[config.mk]
export PLATFORM = sky130hd
export DESIGN_NAME = vga_ctrl
export DESIGN_NICKNAME = d
export VERILOG_FILES = /design/src/rtl/vga_ctrl.sv
export SDC_FILE = /design/constraint.sdc
export NUM_CORES = 1
export LEC_CHECK = 0
export ABC_AREA = 0
export CAP_MARGIN = 20
export CORE_AREA = 2 2 81 83
export DETAILED_ROUTE_END_ITERATION = 7
export DIE_AREA = 0 0 83 85
export GPL_ROUTABILITY_DRIVEN = 0
export PLACE_DENSITY = 0.83
export SYNTH_ARGS = -nofsm -noshare
export SYNTH_HDL_FRONTEND = slang
export SYNTH_SLANG_ARGS = --single-unit
export TNS_END_PERCENT = 50
[constraint.sdc]
create_clock -name clk -period 2.4 [get_ports clk]
set_input_delay 0.48 -clock clk [delete_from_list [all_inputs] [get_ports clk]]
set_output_delay 0.48 -clock clk [all_outputs]
set_load 0.02 [all_outputs]
[src/rtl/vga_ctrl.sv]
// VGA timing generator: free-running h/v counters, look-ahead pixel request
// and a single registered output stage for sync, data enable and colour.
module vga_ctrl #(
    parameter int H_SYNC   = 128,
    parameter int H_BACK   = 88,
    parameter int H_ACTIVE = 800,
    parameter int H_FRONT  = 40,
    parameter int V_SYNC   = 2,
    parameter int V_BACK   = 33,
    parameter int V_ACTIVE = 480,
    parameter int V_FRONT  = 10,
    parameter int PIX_LEAD = 1
) (
    input  logic        clk,
    input  logic        rstn,
    input  logic        en,
    input  logic [23:0] pix_data,
    output logic        pix_req,
    output logic [9:0]  pix_x,
    output logic [9:0]  pix_y,
    output logic        hsync,
    output logic        vsync,
    output logic        de,
    output logic [23:0] rgb,
    output logic        frame_start
);

    localparam int H_TOTAL = H_SYNC + H_BACK + H_ACTIVE + H_FRONT;
    localparam int V_TOTAL = V_SYNC + V_BACK + V_ACTIVE + V_FRONT;
    localparam int H_START = H_SYNC + H_BACK;
    localparam int V_START = V_SYNC + V_BACK;

    localparam logic [10:0] H_LAST   = 11'(H_TOTAL - 1);
    localparam logic [10:0] HS_END   = 11'(H_SYNC);
    localparam logic [10:0] H_VIS_LO = 11'(H_START);
    localparam logic [10:0] H_VIS_HI = 11'(H_START + H_ACTIVE);
    localparam logic [10:0] H_REQ_LO = 11'(H_START - PIX_LEAD);
    localparam logic [10:0] H_REQ_HI = 11'(H_START + H_ACTIVE - PIX_LEAD);

    localparam logic [9:0]  V_LAST   = 10'(V_TOTAL - 1);
    localparam logic [9:0]  VS_END   = 10'(V_SYNC);
    localparam logic [9:0]  V_VIS_LO = 10'(V_START);
    localparam logic [9:0]  V_VIS_HI = 10'(V_START + V_ACTIVE);
    localparam logic [9:0]  X_OFS    = 10'(H_START - PIX_LEAD);
    localparam logic [9:0]  Y_OFS    = 10'(V_START);

    logic [10:0] h_cnt;
    logic [9:0]  v_cnt;
    logic        h_wrap;
    logic        v_wrap;
    logic        h_vis;
    logic        v_vis;
    logic        h_req;

    assign h_wrap = (h_cnt == H_LAST);
    assign v_wrap = (v_cnt == V_LAST);

    // Disabling parks the counters at the origin so re-enable starts a fresh frame.
    always_ff @(posedge clk or negedge rstn) begin
        if (!rstn) begin
            h_cnt <= '0;
            v_cnt <= '0;
        end else if (!en) begin
            h_cnt <= '0;
            v_cnt <= '0;
        end else if (h_wrap) begin
            h_cnt <= '0;
            v_cnt <= v_wrap ? '0 : v_cnt + 10'd1;
        end else begin
            h_cnt <= h_cnt + 11'd1;
        end
    end

    assign h_vis = (h_cnt >= H_VIS_LO) && (h_cnt < H_VIS_HI);
    assign v_vis = (v_cnt >= V_VIS_LO) && (v_cnt < V_VIS_HI);
    assign h_req = (h_cnt >= H_REQ_LO) && (h_cnt < H_REQ_HI);

    // Requests run PIX_LEAD clocks ahead of the visible window so the source
    // data lands exactly on the cycle the output register samples it.
    // The subtraction wraps modulo 1024, which is exact because the
    // result is always below H_ACTIVE.
    always_comb begin
        pix_req = en && v_vis && h_req;
        pix_x   = '0;
        pix_y   = '0;
        if (pix_req) begin
            pix_x = h_cnt[9:0] - X_OFS;
            pix_y = v_cnt - Y_OFS;
        end
    end

    // All panel-facing signals come from one register stage so they stay aligned.
    always_ff @(posedge clk or negedge rstn) begin
        if (!rstn) begin
            hsync       <= 1'b1;
            vsync       <= 1'b1;
            de          <= 1'b0;
            rgb         <= '0;
            frame_start <= 1'b0;
        end else if (!en) begin
            hsync       <= 1'b1;
            vsync       <= 1'b1;
            de          <= 1'b0;
            rgb         <= '0;
            frame_start <= 1'b0;
        end else begin
            hsync       <= !(h_cnt < HS_END);
            vsync       <= !(v_cnt < VS_END);
            de          <= h_vis && v_vis;
            rgb         <= (h_vis && v_vis) ? pix_data : '0;
            frame_start <= (h_cnt == '0) && (v_cnt == '0);
        end
    end

endmodule

==> metrics.log <==
INFO  metric tightestPinTransition = 0.645 ns
INFO  metric timing_max_transition_violations_final = 0
INFO  metric synth_edf_count = 0
INFO  metric clk_path_buf_depth = 2
INFO  metric setup_ws = -0.383 ns
INFO  metric dpl_cell_area = 3890 um^2
INFO  metric synth_warnings = 0
INFO  metric max-cap-violations = 0
INFO  metric detail_route.wirelength.met1 = 3040 um
INFO  metric first_global_vias = between 2000 and 2500
INFO  metric die_x = 83 um
INFO  metric hold_path.class = input port to async pin
INFO  metric ys.flop_type = sky130_fd_sc_hd__dfrtp_1
INFO  metric cts_made_buffers = 5
INFO  metric top_signal_layer_used = met4
INFO  metric fill_cells = 473
INFO  metric clock-sinks = 49
INFO  metric post_synth_num_cell_types = 47
INFO  metric criticalPathCategory = register to output port
INFO  metric synth.cell_area = 2610 um^2
INFO  metric seq_area_frac_synth = a little under half
INFO  metric met3RoutedLength = 513 um
INFO  metric period_share = 116%
INFO  metric floorplan.die.height = about 85 um
INFO  metric ctsHoldBuffers = 0
INFO  metric detailroute.wirelength.met2 = around 3400 um
INFO  metric final_design_utilization = about two thirds
INFO  metric route.final.wire_length = 7120 um
INFO  metric grt_util_all_layers = a little over a fifth
INFO  metric drcViolationCount = 0
INFO  metric number_of_nets_still_failing_antenna_checks_after_routing = 0
INFO  metric fmax = 359 MHz
INFO  metric first_pass_grt_wire_length = between 10000 and 15000 um
INFO  metric violations = setup timing
INFO  metric synth.ff_latch_count = just under 50
INFO  metric setup-violations-final = 21
INFO  metric ios = 76
INFO  metric floorplan.rows = 29
INFO  metric syn-instance-count = 274
INFO  metric drt_first_pass_iters = 4
INFO  metric run_status = complete, but fails checks
INFO  metric pin_count_of_the_biggest_net_entering_global_routing = 30
INFO  metric stdcell_area = about 4100 um^2
INFO  metric drt_first_iter_violations = 109
INFO  metric globalRouteOverflowTotal = 0
INFO  metric timing.slew.headroom = a little under three fifths
INFO  metric cts.reportedPaths.clkPinSlew = around 0.09 ns
INFO  metric grt_antenna_before_repair = 0
INFO  metric startpoint_type = register
INFO  metric irDropWorstVdd = 426 uV
INFO  metric critical_path_data_required_time = ~1.9 ns
INFO  metric cts.htree.levels = 2
INFO  metric critical_path_arrival = 2.30 ns
INFO  metric clkLatencyLatePin = 0.31 ns
INFO  metric final-hold-violation-count = 0
INFO  metric drive_gt1_share = 31.7%
INFO  metric cts_tree = yes
INFO  metric fraction_of_registers_with_async_set_reset = 100%
INFO  metric floorplan.die_area = 7060 um^2
INFO  metric critPathMaxFanout = 4
INFO  metric pwr_density_cell = 433 nW/um^2
INFO  metric routed-via-count = 2526
INFO  metric floorplan.core_area = 6200 um^2
INFO  metric portBuffers = 75
INFO  metric grt_setup_unrepaired = yes
INFO  metric place.detailed.hpwl = 5200 um
INFO  metric routedWlPerCell = 15.0 um
INFO  metric power.static_leakage = between 1.5 and 2 nW
INFO  metric final.hold.worst_slack = roughly 0.18 ns
INFO  metric clock_root_buffer_master = sky130_fd_sc_hd__clkbuf_8
INFO  metric synthToLayoutAreaGrowth = 56.6%
INFO  metric via_cell_ratio = 5.33
INFO  metric nNetsFinal = 427
INFO  metric crit_path_end_kind = output port
INFO  metric antenna_cells_inserted = 0
INFO  metric syn-num-nets = 305
INFO  metric synth_area_per_cell = 9.53 um^2
INFO  metric timing.clock.skew = 0.00580 ns
INFO  metric initial_core_util = 42.1%
INFO  metric finalWorstPathRequiredPeriod = about 2.8 ns
[layer usage]
metal | vias up | track usage [%]
li1 | 1199 | -
met1 | 1175 | 27.9
met2 | 130 | 34.2
met3 | 22 | 4.09
met4 | 0 | 8.35
met5 | - | 0
[cell families after synthesis]
group,synth area share (%)
adder cells (fa/ha/maj),1.92
buffers and inverters,6.47
AO/OA/AOI/OAI,11.0
AND/OR/NAND/NOR,26.5
XOR/XNOR,6.71
flip-flops,47.0
multiplexers,0.383
[synth_stat cells (5+ instances only)]
library cell,n,area [um^2]
sky130_fd_sc_hd__nand2_1,16,60.1
sky130_fd_sc_hd__a31oi_1,5,31.3
sky130_fd_sc_hd__o21ai_0,13,65.1
sky130_fd_sc_hd__nor2_1,16,60.1
sky130_fd_sc_hd__inv_1,10,37.5
sky130_fd_sc_hd__xnor2_1,13,114
sky130_fd_sc_hd__xor2_1,7,61.3
sky130_fd_sc_hd__nand4_1,5,31.3
sky130_fd_sc_hd__a21oi_1,8,40.0
sky130_fd_sc_hd__nor3_1,20,100
sky130_fd_sc_hd__clkbuf_1,13,48.8
sky130_fd_sc_hd__and2_1,25,156
sky130_fd_sc_hd__dfrtp_1,47,1180
sky130_fd_sc_hd__buf_2,6,30.0
sky130_fd_sc_hd__nand3_1,13,65.1
[power by group]
group | switching [mW] | internal, mW | total (mW)
combinational | 0.105 | 0.108 | 0.212
clock | 0.291 | 0.419 | 0.711
sequential | 0.00899 | 0.839 | 0.848
[worst max-delay path, cell delays in order (launching register included)]
cell,delay (ns)
sky130_fd_sc_hd__dfrtp_2,0.43
sky130_fd_sc_hd__ha_4,0.17
sky130_fd_sc_hd__or4_4,0.44
sky130_fd_sc_hd__o21ai_4,0.20
sky130_fd_sc_hd__nand3_4,0.15
sky130_fd_sc_hd__buf_6,0.18
sky130_fd_sc_hd__nor4b_4,0.25
sky130_fd_sc_hd__buf_4,0.17
[per-stage QoR]
step           TNS [ns]  power, mW  worst slack, ns  cells
2_1_floorplan   -0.0156      0.938         -0.00779    274
3_3_place_gp     -11.40       1.05           -0.626    461
3_5_place_dp     -12.34       1.06           -0.678    461
4_1_cts           -6.16       1.78           -0.399    474
5_1_grt           -7.66       1.83           -0.446    474
6_report          -6.38       1.77           -0.383    474
[what timing repair did]
| action | in CTS | in global routing |
|---|---|---|
| resized for setup | 113 | 7 |
| setup endpoints to repair | 21 | 21 |
| pin swaps | 6 | 0 |
| buffers inserted | 4 | 0 |
| gates cloned | 1 | 0 |
| endpoints found under the hold margin | 0 | 0 |
[placed cells by master (no fill, tap or decap), drive strengths merged, types with 7 or more instances in the layout]
| cell | netlist | layout |
|---|---|---|
| dfrtp | 47 | 47 |
| buf | 11 | 86 |
| clkdlybuf4s50 | 0 | 53 |
| inv | 10 | 11 |
| xor2 | 7 | 7 |
| xnor2 | 13 | 13 |
| a21oi | 8 | 8 |
| nor2 | 16 | 16 |
| o21ai | 14 | 14 |
| nand3 | 13 | 13 |
| and2 | 25 | 25 |
| nand2 | 16 | 16 |
| nor3 | 20 | 20 |
[cell type report]
| type | instances | area (um^2) | share of cell area (%) |
|---|---|---|---|
| Timing Repair Buffer | 139 | 1200 | 29.2 |
| Sequential cell | 49 | 1230 | 30.1 |
| Inverter | 10 | 37.5 | 0.918 |
| Multi-Input combinational cell | 191 | 1390 | 34.0 |
| Clock buffer | 5 | 68.8 | 1.68 |
| Clock inverter | 3 | 68.8 | 1.68 |
| Tap cell | 77 | 96.3 | 2.36 |
[worst paths after layout]
path | startpoint | end | slack (ns) | depth (start not counted)
max | v_cnt[0]$_DFFE_PN0P_ | pix_x[8] | -0.38 | 7
min | rstn | de$_DFF_PN0_ | 0.18 | 1
max reg2reg | v_cnt[4]$_DFFE_PN0P_ | rgb[8]$_DFF_PN0_ | 0.42 | 5
min reg2reg | h_cnt[0]$_DFF_PN0_ | h_cnt[0]$_DFF_PN0_ | 0.60 | 2
max in group asynchronous | rstn | rgb[11]$_DFF_PN0_ | 1.60 | 2
min in group clk | h_cnt[0]$_DFF_PN0_ | h_cnt[0]$_DFF_PN0_ | 0.60 | 2
[flip-flops by register name, indices dropped and copies added (netlist names)]
| signal | count |
|---|---|
| hsync | 1 |
| vsync | 1 |
| v_cnt | 10 |
| de | 1 |
| frame_start | 1 |
| rgb | 24 |
| h_cnt | 11 |
Note: power is estimated with default switching activity, not from simulation.
